`src/rtl/id_exe_reg_if.sv`:
```
// ID->EXE pipeline bundle: handshake, decoded bus, hazard feedback and stats.
interface id_exe_reg_if #(
  parameter int BUS_W = 128,
  parameter int CNT_W = 16
);
  logic             flush;
  logic             ds_valid;
  logic             ds_ready;
  logic [BUS_W-1:0] ds_bus;
  logic [2:0]       ds_write_type;
  logic [4:0]       ds_wnum;
  logic             ds_accept;
  logic             es_allowin;
  logic             es_ready_go;
  logic             ms_allowin;
  logic             es_valid;
  logic             es_to_ms_valid;
  logic [BUS_W-1:0] es_bus;
  logic [2:0]       exe_write_type;
  logic [4:0]       exe_wnum;
  logic             stat_clr;
  logic [CNT_W-1:0] bubble_cnt;

  // Upstream/environment side: drives ID bundle, EXE progress and MEM backpressure.
  modport master (
    output flush, ds_valid, ds_ready, ds_bus, ds_write_type, ds_wnum,
           es_ready_go, ms_allowin, stat_clr,
    input  ds_accept, es_allowin, es_valid, es_to_ms_valid, es_bus,
           exe_write_type, exe_wnum, bubble_cnt
  );

  // EXE register side.
  modport slave (
    input  flush, ds_valid, ds_ready, ds_bus, ds_write_type, ds_wnum,
           es_ready_go, ms_allowin, stat_clr,
    output ds_accept, es_allowin, es_valid, es_to_ms_valid, es_bus,
           exe_write_type, exe_wnum, bubble_cnt
  );
endinterface

```
`src/rtl/id_exe_reg.sv`:
```
// EXE-stage pipeline register with valid/allowin control, hazard feedback
// (write type / destination) and a saturating hazard-bubble counter.
module id_exe_reg #(
  parameter int BUS_W = 128,
  parameter int CNT_W = 16
) (
  input  logic         clk,
  input  logic         reset,
  id_exe_reg_if.slave  pipe_io
);

  logic             es_valid_q, es_valid_d;
  logic [BUS_W-1:0] es_bus_q, es_bus_d;
  logic [2:0]       wtype_q, wtype_d;
  logic [4:0]       wnum_q, wnum_d;
  logic [CNT_W-1:0] cnt_q, cnt_d;

  logic es_allowin;
  logic ds_accept;
  logic bubble_inc;

  // Handshake: EXE frees up when empty or when its result is taken by MEM.
  always_comb begin
    es_allowin = !es_valid_q | (pipe_io.es_ready_go & pipe_io.ms_allowin);
    ds_accept  = pipe_io.ds_valid & pipe_io.ds_ready & es_allowin & !pipe_io.flush;
    bubble_inc = pipe_io.ds_valid & !pipe_io.ds_ready & es_allowin & !pipe_io.flush;
  end

  // Next state: flush beats load/bubble, which beats stall-hold; bubbles clear write type.
  always_comb begin
    es_valid_d = es_valid_q;
    es_bus_d   = es_bus_q;
    wtype_d    = wtype_q;
    wnum_d     = wnum_q;
    if (pipe_io.flush) begin
      es_valid_d = 1'b0;
      wtype_d    = 3'b000;
    end else if (es_allowin) begin
      if (ds_accept) begin
        es_valid_d = 1'b1;
        es_bus_d   = pipe_io.ds_bus;
        wnum_d     = pipe_io.ds_wnum;
        wtype_d    = (pipe_io.ds_wnum == 5'd0) ? 3'b000 : pipe_io.ds_write_type;
      end else begin
        es_valid_d = 1'b0;
        wtype_d    = 3'b000;
      end
    end
  end

  // Bubble counter: clear wins over increment, and it sticks at all-ones.
  always_comb begin
    cnt_d = cnt_q;
    if (pipe_io.stat_clr) begin
      cnt_d = '0;
    end else if (bubble_inc && (cnt_q != {CNT_W{1'b1}})) begin
      cnt_d = cnt_q + 1'b1;
    end
  end

  // State registers with synchronous reset.
  always_ff @(posedge clk) begin
    if (reset) begin
      es_valid_q <= 1'b0;
      es_bus_q   <= '0;
      wtype_q    <= 3'b000;
      wnum_q     <= 5'd0;
      cnt_q      <= '0;
    end else begin
      es_valid_q <= es_valid_d;
      es_bus_q   <= es_bus_d;
      wtype_q    <= wtype_d;
      wnum_q     <= wnum_d;
      cnt_q      <= cnt_d;
    end
  end

  assign pipe_io.es_allowin     = es_allowin;
  assign pipe_io.ds_accept      = ds_accept;
  assign pipe_io.es_to_ms_valid = es_valid_q & pipe_io.es_ready_go;
  assign pipe_io.es_valid       = es_valid_q;
  assign pipe_io.es_bus         = es_bus_q;
  assign pipe_io.exe_write_type = wtype_q;
  assign pipe_io.exe_wnum       = wnum_q;
  assign pipe_io.bubble_cnt     = cnt_q;

endmodule

```
`src/flat_wrapper.sv`:
```
// flat-port wrapper written by rule: the top's interface ports become plain ports
module id_exe_reg_flat 
#(
  parameter int BUS_W = 128,
  parameter int CNT_W = 16
)
  (clk, reset, pipe_io_flush, pipe_io_ds_valid, pipe_io_ds_ready, pipe_io_ds_bus, pipe_io_ds_write_type, pipe_io_ds_wnum, pipe_io_es_ready_go, pipe_io_ms_allowin, pipe_io_stat_clr, pipe_io_ds_accept, pipe_io_es_allowin, pipe_io_es_valid, pipe_io_es_to_ms_valid, pipe_io_es_bus, pipe_io_exe_write_type, pipe_io_exe_wnum, pipe_io_bubble_cnt);
  id_exe_reg_if #(.BUS_W(BUS_W), .CNT_W(CNT_W)) pipe_io_i ();
  input  logic clk;
  input  logic reset;
  input wire logic [$bits(pipe_io_i.flush)-1:0] pipe_io_flush;
  input wire logic [$bits(pipe_io_i.ds_valid)-1:0] pipe_io_ds_valid;
  input wire logic [$bits(pipe_io_i.ds_ready)-1:0] pipe_io_ds_ready;
  input wire logic [$bits(pipe_io_i.ds_bus)-1:0] pipe_io_ds_bus;
  input wire logic [$bits(pipe_io_i.ds_write_type)-1:0] pipe_io_ds_write_type;
  input wire logic [$bits(pipe_io_i.ds_wnum)-1:0] pipe_io_ds_wnum;
  input wire logic [$bits(pipe_io_i.es_ready_go)-1:0] pipe_io_es_ready_go;
  input wire logic [$bits(pipe_io_i.ms_allowin)-1:0] pipe_io_ms_allowin;
  input wire logic [$bits(pipe_io_i.stat_clr)-1:0] pipe_io_stat_clr;
  output wire logic [$bits(pipe_io_i.ds_accept)-1:0] pipe_io_ds_accept;
  output wire logic [$bits(pipe_io_i.es_allowin)-1:0] pipe_io_es_allowin;
  output wire logic [$bits(pipe_io_i.es_valid)-1:0] pipe_io_es_valid;
  output wire logic [$bits(pipe_io_i.es_to_ms_valid)-1:0] pipe_io_es_to_ms_valid;
  output wire logic [$bits(pipe_io_i.es_bus)-1:0] pipe_io_es_bus;
  output wire logic [$bits(pipe_io_i.exe_write_type)-1:0] pipe_io_exe_write_type;
  output wire logic [$bits(pipe_io_i.exe_wnum)-1:0] pipe_io_exe_wnum;
  output wire logic [$bits(pipe_io_i.bubble_cnt)-1:0] pipe_io_bubble_cnt;
  assign pipe_io_i.flush = pipe_io_flush;
  assign pipe_io_i.ds_valid = pipe_io_ds_valid;
  assign pipe_io_i.ds_ready = pipe_io_ds_ready;
  assign pipe_io_i.ds_bus = pipe_io_ds_bus;
  assign pipe_io_i.ds_write_type = pipe_io_ds_write_type;
  assign pipe_io_i.ds_wnum = pipe_io_ds_wnum;
  assign pipe_io_i.es_ready_go = pipe_io_es_ready_go;
  assign pipe_io_i.ms_allowin = pipe_io_ms_allowin;
  assign pipe_io_i.stat_clr = pipe_io_stat_clr;
  assign pipe_io_ds_accept = pipe_io_i.ds_accept;
  assign pipe_io_es_allowin = pipe_io_i.es_allowin;
  assign pipe_io_es_valid = pipe_io_i.es_valid;
  assign pipe_io_es_to_ms_valid = pipe_io_i.es_to_ms_valid;
  assign pipe_io_es_bus = pipe_io_i.es_bus;
  assign pipe_io_exe_write_type = pipe_io_i.exe_write_type;
  assign pipe_io_exe_wnum = pipe_io_i.exe_wnum;
  assign pipe_io_bubble_cnt = pipe_io_i.bubble_cnt;
  id_exe_reg #(.BUS_W(BUS_W), .CNT_W(CNT_W)) u_core (.clk(clk), .reset(reset), .pipe_io(pipe_io_i));
endmodule
```
`config.mk`:
```
export PLATFORM = sky130hd
export DESIGN_NAME = id_exe_reg_flat
export DESIGN_NICKNAME = d
export VERILOG_FILES = /design/src/rtl/id_exe_reg_if.sv /design/src/rtl/id_exe_reg.sv /design/src/flat_wrapper.sv
export SDC_FILE = /design/constraint.sdc
export NUM_CORES = 1
export LEC_CHECK = 0
export ABC_CLOCK_PERIOD_IN_PS = 2300
export CAP_MARGIN = 15
export CORE_UTILIZATION = 39
export CTS_CLUSTER_DIAMETER = 120
export CTS_CLUSTER_SIZE = 8
export DETAILED_ROUTE_END_ITERATION = 12
export PLACE_DENSITY = 0.82
export SYNTH_ARGS = -nofsm -noshare
export SYNTH_HDL_FRONTEND = slang
export SYNTH_SLANG_ARGS = --single-unit
```
`constraint.sdc`:
```
create_clock -name clk -period 2.3 [get_ports clk]
set_clock_uncertainty 0.2 [all_clocks]
set_input_delay 0.575 -clock clk [delete_from_list [all_inputs] [get_ports clk]]
set_output_delay 0.575 -clock clk [all_outputs]
set_load 0.03 [all_outputs]
```
=== Word-level counts from Yosys, hierarchy flattened ===
Cells that the tools add are included.

* Register bits after elaboration: 153
* Output and inout bits: 156

* Add/subtract/negate cells: 1
* Eq/ne operators: 1
* Mux-type cells: 3
* Bitwise operators: 10
* Reduce and logical (&&, ||, !) cells: 8

{| class="wikitable"
|+ Operator list
! kind !! count
|-
| $add A16 B1 Y16 const B || 1
|-
| $ne A16 B16 Y1 const B || 1
|-
| $and A1 B1 Y1 || 8
|-
| $mux W3 || 2
|-
| $logic_not A5 Y1 || 1
|-
| $reduce_or A2 Y1 || 2
|-
| $logic_not A1 Y1 || 3
|-
| $reduce_and A3 Y1 || 1
|-
| $logic_and A1 B1 Y1 || 1
|-
| $mux W1 || 1
|-
| $not A1 Y1 || 1
|-
| $or A1 B1 Y1 || 1
|}

=== Logic depth before layout (Yosys ltp) ===
* Depth in word-level cells: 5
* Mapped depth: 8

=== Least setup slack after synthesis ===
No wires, ideal clock.

* Kind: input-to-output
* From: input port pipe_io_es_ready_go
* To: output port pipe_io_ds_accept
* Arrival: 1.509 ns
* Required time: 1.525 ns
* Path slack: 0.016 ns
* Stages: 6
* Cells stage by stage: a21boi_2 -> or3_1 -> buf_2 -> inv_2 -> buf_4 -> buf_4

* Word-level cells in the longest chain between the ends: 4

{| class="wikitable"
|+ RTL lines
! element !! RTL line !! text
|-
| start, declared || flat_wrapper.sv:17 || <nowiki>input wire logic [$bits(pipe_io_i.es_ready_go)-1:0] pipe_io_es_ready_go;</nowiki>
|-
| $and A1 B1 Y1 || id_exe_reg.sv:24 || <nowiki>es_allowin = !es_valid_q | (pipe_io.es_ready_go & pipe_io.ms_allowin);</nowiki>
|-
| $or A1 B1 Y1 || id_exe_reg.sv:24 ||
|-
| $and A1 B1 Y1 (2 in a row) || id_exe_reg.sv:25 || <nowiki>ds_accept = pipe_io.ds_valid & pipe_io.ds_ready & es_allowin & !pipe_io.flush;</nowiki>
|-
| end, declared || flat_wrapper.sv:20 || <nowiki>output wire logic [$bits(pipe_io_i.ds_accept)-1:0] pipe_io_ds_accept;</nowiki>
|}

No other way between the ends.

=== Final worst setup path ===
* From: register u_core.es_bus_q[90], in the netlist u_core.pipe_io.es_bus[90]
* To: output port pipe_io_es_bus[90]

{| class="wikitable"
|+ RTL lines
! element !! RTL line !! text
|-
| start, declared || id_exe_reg.sv:13 || <nowiki>logic [BUS_W-1:0] es_bus_q, es_bus_d;</nowiki>
|-
| start signal, assigned || id_exe_reg.sv:71 || <nowiki>es_bus_q <= es_bus_d;</nowiki>
|-
| end, declared || flat_wrapper.sv:24 || <nowiki>output wire logic [$bits(pipe_io_i.es_bus)-1:0] pipe_io_es_bus;</nowiki>
|}

No word-level cell between the ends.

==> reports/results.md <==
| Group | Quantity | This run |
|---|---|---|
| drt | DR WL/cell | 15.3 um |
| hold path | Number of cells traversed by the worst hold path | 2 |
| floorplan | Starting utilization of the core area | 40.4% |
| global route | Combined global-route utilization of all metal layers | 23.6% |
| global route | First-pass GRT wire length | 27,400 um |
| sta | Max Clock Freq | 0.443 GHz |
| finish | Growth of design area from synthesis to finish | 66.9% |
| setup path | Ordered cell list for the critical path | clkdlybuf4s50_1 |
| power | Peak VDD IR | 0.000466 V |
| global route | Vias in the first global route | 5,524 |
| finish | Antenna diode count | 0 |
| cts | Maximum clock path buffer count | 2 |
| global route | Leftover overflow at the end of global routing | 0 |
| synthesis | Number of distinct library cells after synthesis | 42 |
| global route | Largest net degree at the start of global routing | 70 |
| synthesis | Post-synthesis mux area share | 0.177% |
| sta | RSZ-0062 raised after global routing | no |
| flow run | Max-cap violation count | 0 |
| status | Outcome | completed |
| setup path | Startpoint Class | flip-flop |
| floorplan | FP Rows | 43 |
| floorplan | Die Ht | 122 um |
| drt | Starting DRT DRC Count | 423 |
| finish | Share of cells above drive strength 1 | 7.35% |
| synthesis | Combinational family with the most area after synthesis | simple AND/OR/NAND/NOR gates |
| setup path | Number of logic stages on the critical path including buffering | 1 |
| sta | Number of setup violations in the final report | 0 |
| power | Static leakage | 3.46 nW |
| sta | Slew Limit Fails | 0 |
| setup path | Required @ worst endpoint | 1.52 ns |
| power | Pwr/cell area | 678 nW/um2 |
| floorplan | Core box area | 14,000 um2 |
| setup path | Data arrival time of the worst path | 1.48 ns |
| setup path | Critical-path cell with the highest stage delay | sky130_fd_sc_hd__clkdlybuf4s50_1 |
| synthesis | Cell with the most instances after synthesis | sky130_fd_sc_hd__nand2_1 |
| synthesis | Post-synth EDFFs | 0 |
| global route | Number of antenna violations at the first check in global routing | 0 |
| setup path | Crit Path Class | flip-flop to primary output |
| synthesis | Number of synthesis warnings | 0 |
| cts | Clock sink total | 153 |
| drt | DRC violation count after routing | 0 |
| cts | Number of buffers added by the clock tree synthesis step | 17 |
| cts | CTS tree | yes |
| setup path | Delay of the slowest cell on the worst path | 0.73 ns |
| synthesis | Synthesized netlist cell count | 699 |
| sta | Final period util | 98.1% |
| place | Final HPWL from detailed placement | 12,600 um |
| drt | Routed WL | 18,200 um |
| setup path | Largest delay share family, worst path | buffers and inverters |
| synthesis | Avg Cell Area, Syn | 8.08 um2 |
| sta | Setup tns final | 0 ns |
| synthesis | Net count after synthesis | 844 |
| cts | Root buffer cell | sky130_fd_sc_hd__clkbuf_16 |
| synthesis | Cell accounting for the most synthesized area | sky130_fd_sc_hd__dfxtp_1 |
| synthesis | Simple logic cell fraction of the synthesized area | 24.9% |
| finish | NumNets Final | 1,140 |
| setup path | Highest fanout seen on the critical path | 2 |
| synthesis | Share of synthesized area occupied by flip-flops and latches | 54.2% |
| synthesis | Most common flop cell mapped by yosys | sky130_fd_sc_hd__dfxtp_1 |
| synthesis | Post-synthesis share of cell area spent on full adders, half adders and majority gates | 0.222% |
| synthesis | Xor and xnor area share after synthesis | 0% |
| place | Post-placement worst setup slack | -0.294 ns |
| cts | Insertion delay to the later sink of the worst-skew pair | 0.42 ns |
| synthesis | Count of state elements after synthesis | 153 |
| sta | Post-layout worst setup margin | 0.0426 ns |
| cts | H-tree depth | 4 |
| synthesis | Share of the synthesized area in compound gates (AO/OA/AOI/OAI) | 15.8% |
| finish | Post-Route Utilization | 67.4% |
| setup path | Worst path buffer plus inverter count | 1 |
| power | Post-layout power | 6.40 mW |
| synthesis | Proportion of netlist area held by the largest area contributor | 54.2% |
| setup path | Worst Setup End Kind | primary output |
| drt | Overall via count from detail_route | 5,940 |
| place | Routability congestion estimate | 0.849 |
| floorplan | Boundary pin count | 300 |
| cts | Clock slew at the register clock pins of the worst setup and hold paths | 0.06 ns |
| sta | Minimum clock period after layout | 2.26 ns |
| sta | Transition time at the pin with the least slew margin | 0.749 ns |
| setup path | Cell count of the worst reg-to-reg path | 5 |
| floorplan | DIE WIDTH | 122 um |
| drt | Number of nets still failing antenna checks after routing | 0 |
| synthesis | Post-synthesis async set-or-reset flop share | 0% |
| place | Count of buffers inserted at the top-level ports | 299 |
| synthesis | Cell area after technology mapping | 5650 um2 |
| floorplan | Area of the die | 15,000 um2 |
| hold path | Hold crit path type | flip-flop to flip-flop |
| drt | Post-detailed-route via-to-cell ratio | 5.00 |
| synthesis | Post-synth top cells | sky130_fd_sc_hd__nand2_1 (274), sky130_fd_sc_hd__dfxtp_1 (153), sky130_fd_sc_hd__a21oi_1 (142) |
| sta | Number of hold violations in the final report | 0 |
| synthesis | Synth area leaders | sky130_fd_sc_hd__dfxtp_1 (54%), sky130_fd_sc_hd__nand2_1 (18%), sky130_fd_sc_hd__a21oi_1 (13%) |
| drt | DRT Pass-1 Iters | 4 |
| sta | Slew Limit Headroom | 50.1% |
| cts | Post-CTS Hold Buffers | 0 |
path summary, 6_finish.rpt:
kind | end | startpoint | slack, ns
max | pipe_io_es_bus[90] | u_core.pipe_io.es_bus[90] | 0.04
min | u_core.pipe_io.es_bus[53] | u_core.pipe_io.es_bus[53] | 0.25
max reg2reg | u_core.pipe_io.bubble_cnt[12] | u_core.pipe_io.bubble_cnt[0] | 0.23
min reg2reg | u_core.pipe_io.es_bus[53] | u_core.pipe_io.es_bus[53] | 0.25
cell usage in the layout (no fill, tap or decap), drive strengths merged, types with 5 or more instances in the layout:
| master | synthesis | routed |
|---|---|---|
| or4 | 6 | 6 |
| dfxtp | 153 | 153 |
| clkbuf | 22 | 24 |
| dlygate4sd2 | 0 | 19 |
| nand2 | 275 | 275 |
| clkdlybuf4s50 | 0 | 274 |
| nor2 | 6 | 6 |
| nor3 | 8 | 8 |
| nand4 | 7 | 7 |
| buf | 25 | 29 |
| inv | 5 | 5 |
| and4 | 5 | 5 |
| nand3 | 6 | 6 |
| a21oi | 142 | 142 |
| o31ai | 5 | 5 |
registers in the layout, summed over array words and instances, names as in the netlist:
register and count:
u_core.pipe_io.exe_write_type 3, u_core.pipe_io.exe_wnum 5, u_core.pipe_io.es_valid 1, u_core.pipe_io.bubble_cnt 16, u_core.pipe_io.es_bus 128
layout make-up:
type / count / area, um2
fillers: 1109 / 4560
inverters: 5 / 23.8
clock inverters: 8 / 120
flip-flops and latches: 153 / 3060
clock buffers: 23 / 468
repair buffers: 324 / 3200
well taps: 180 / 225
multi-input cells: 494 / 2330
routing by layer:
layer,wire length (um),up-vias,global-route usage (%),part of all wire (%)
met3,1650,32,8.64,9.1
met4,452,0,9.30,2.5
met2,9080,262,41.3,50
met1,7020,2730,25.7,39
li1,-,2916,-,-
met5,0,-,0,0
kinds of logic after synthesis:
| group | after synthesis |
|---|---|
| compound gates | 165 |
| simple gates | 327 |
| flops | 153 |
| mux | 1 |
| buf+inv | 52 |
| fa+ha+maj | 1 |
what timing repair did:
item	4_1_cts	5_1_grt
endpoints found under the setup margin	17	3
endpoints found under the hold margin	0	0
pin swaps	1	0
gates resized for setup	24	3
buffers inserted	2	0
report_power, final:
group | internal, mW | switching (mW) | total, mW
registers | 2.73 | 0.0376 | 2.77
logic | 0.414 | 0.402 | 0.816
clock network | 1.75 | 1.06 | 2.81
per-stage QoR:
stage	area, um2	cells	hold slack (ns)
2_1_floorplan	5650	699	0.380
3_3_place_gp	8840	1154	0.240
3_5_place_dp	8840	1154	0.246
4_1_cts	9430	1187	0.254
5_1_grt	9430	1187	0.266
6_report	9430	1187	0.251
Note: power is estimated with default switching activity, not from simulation.
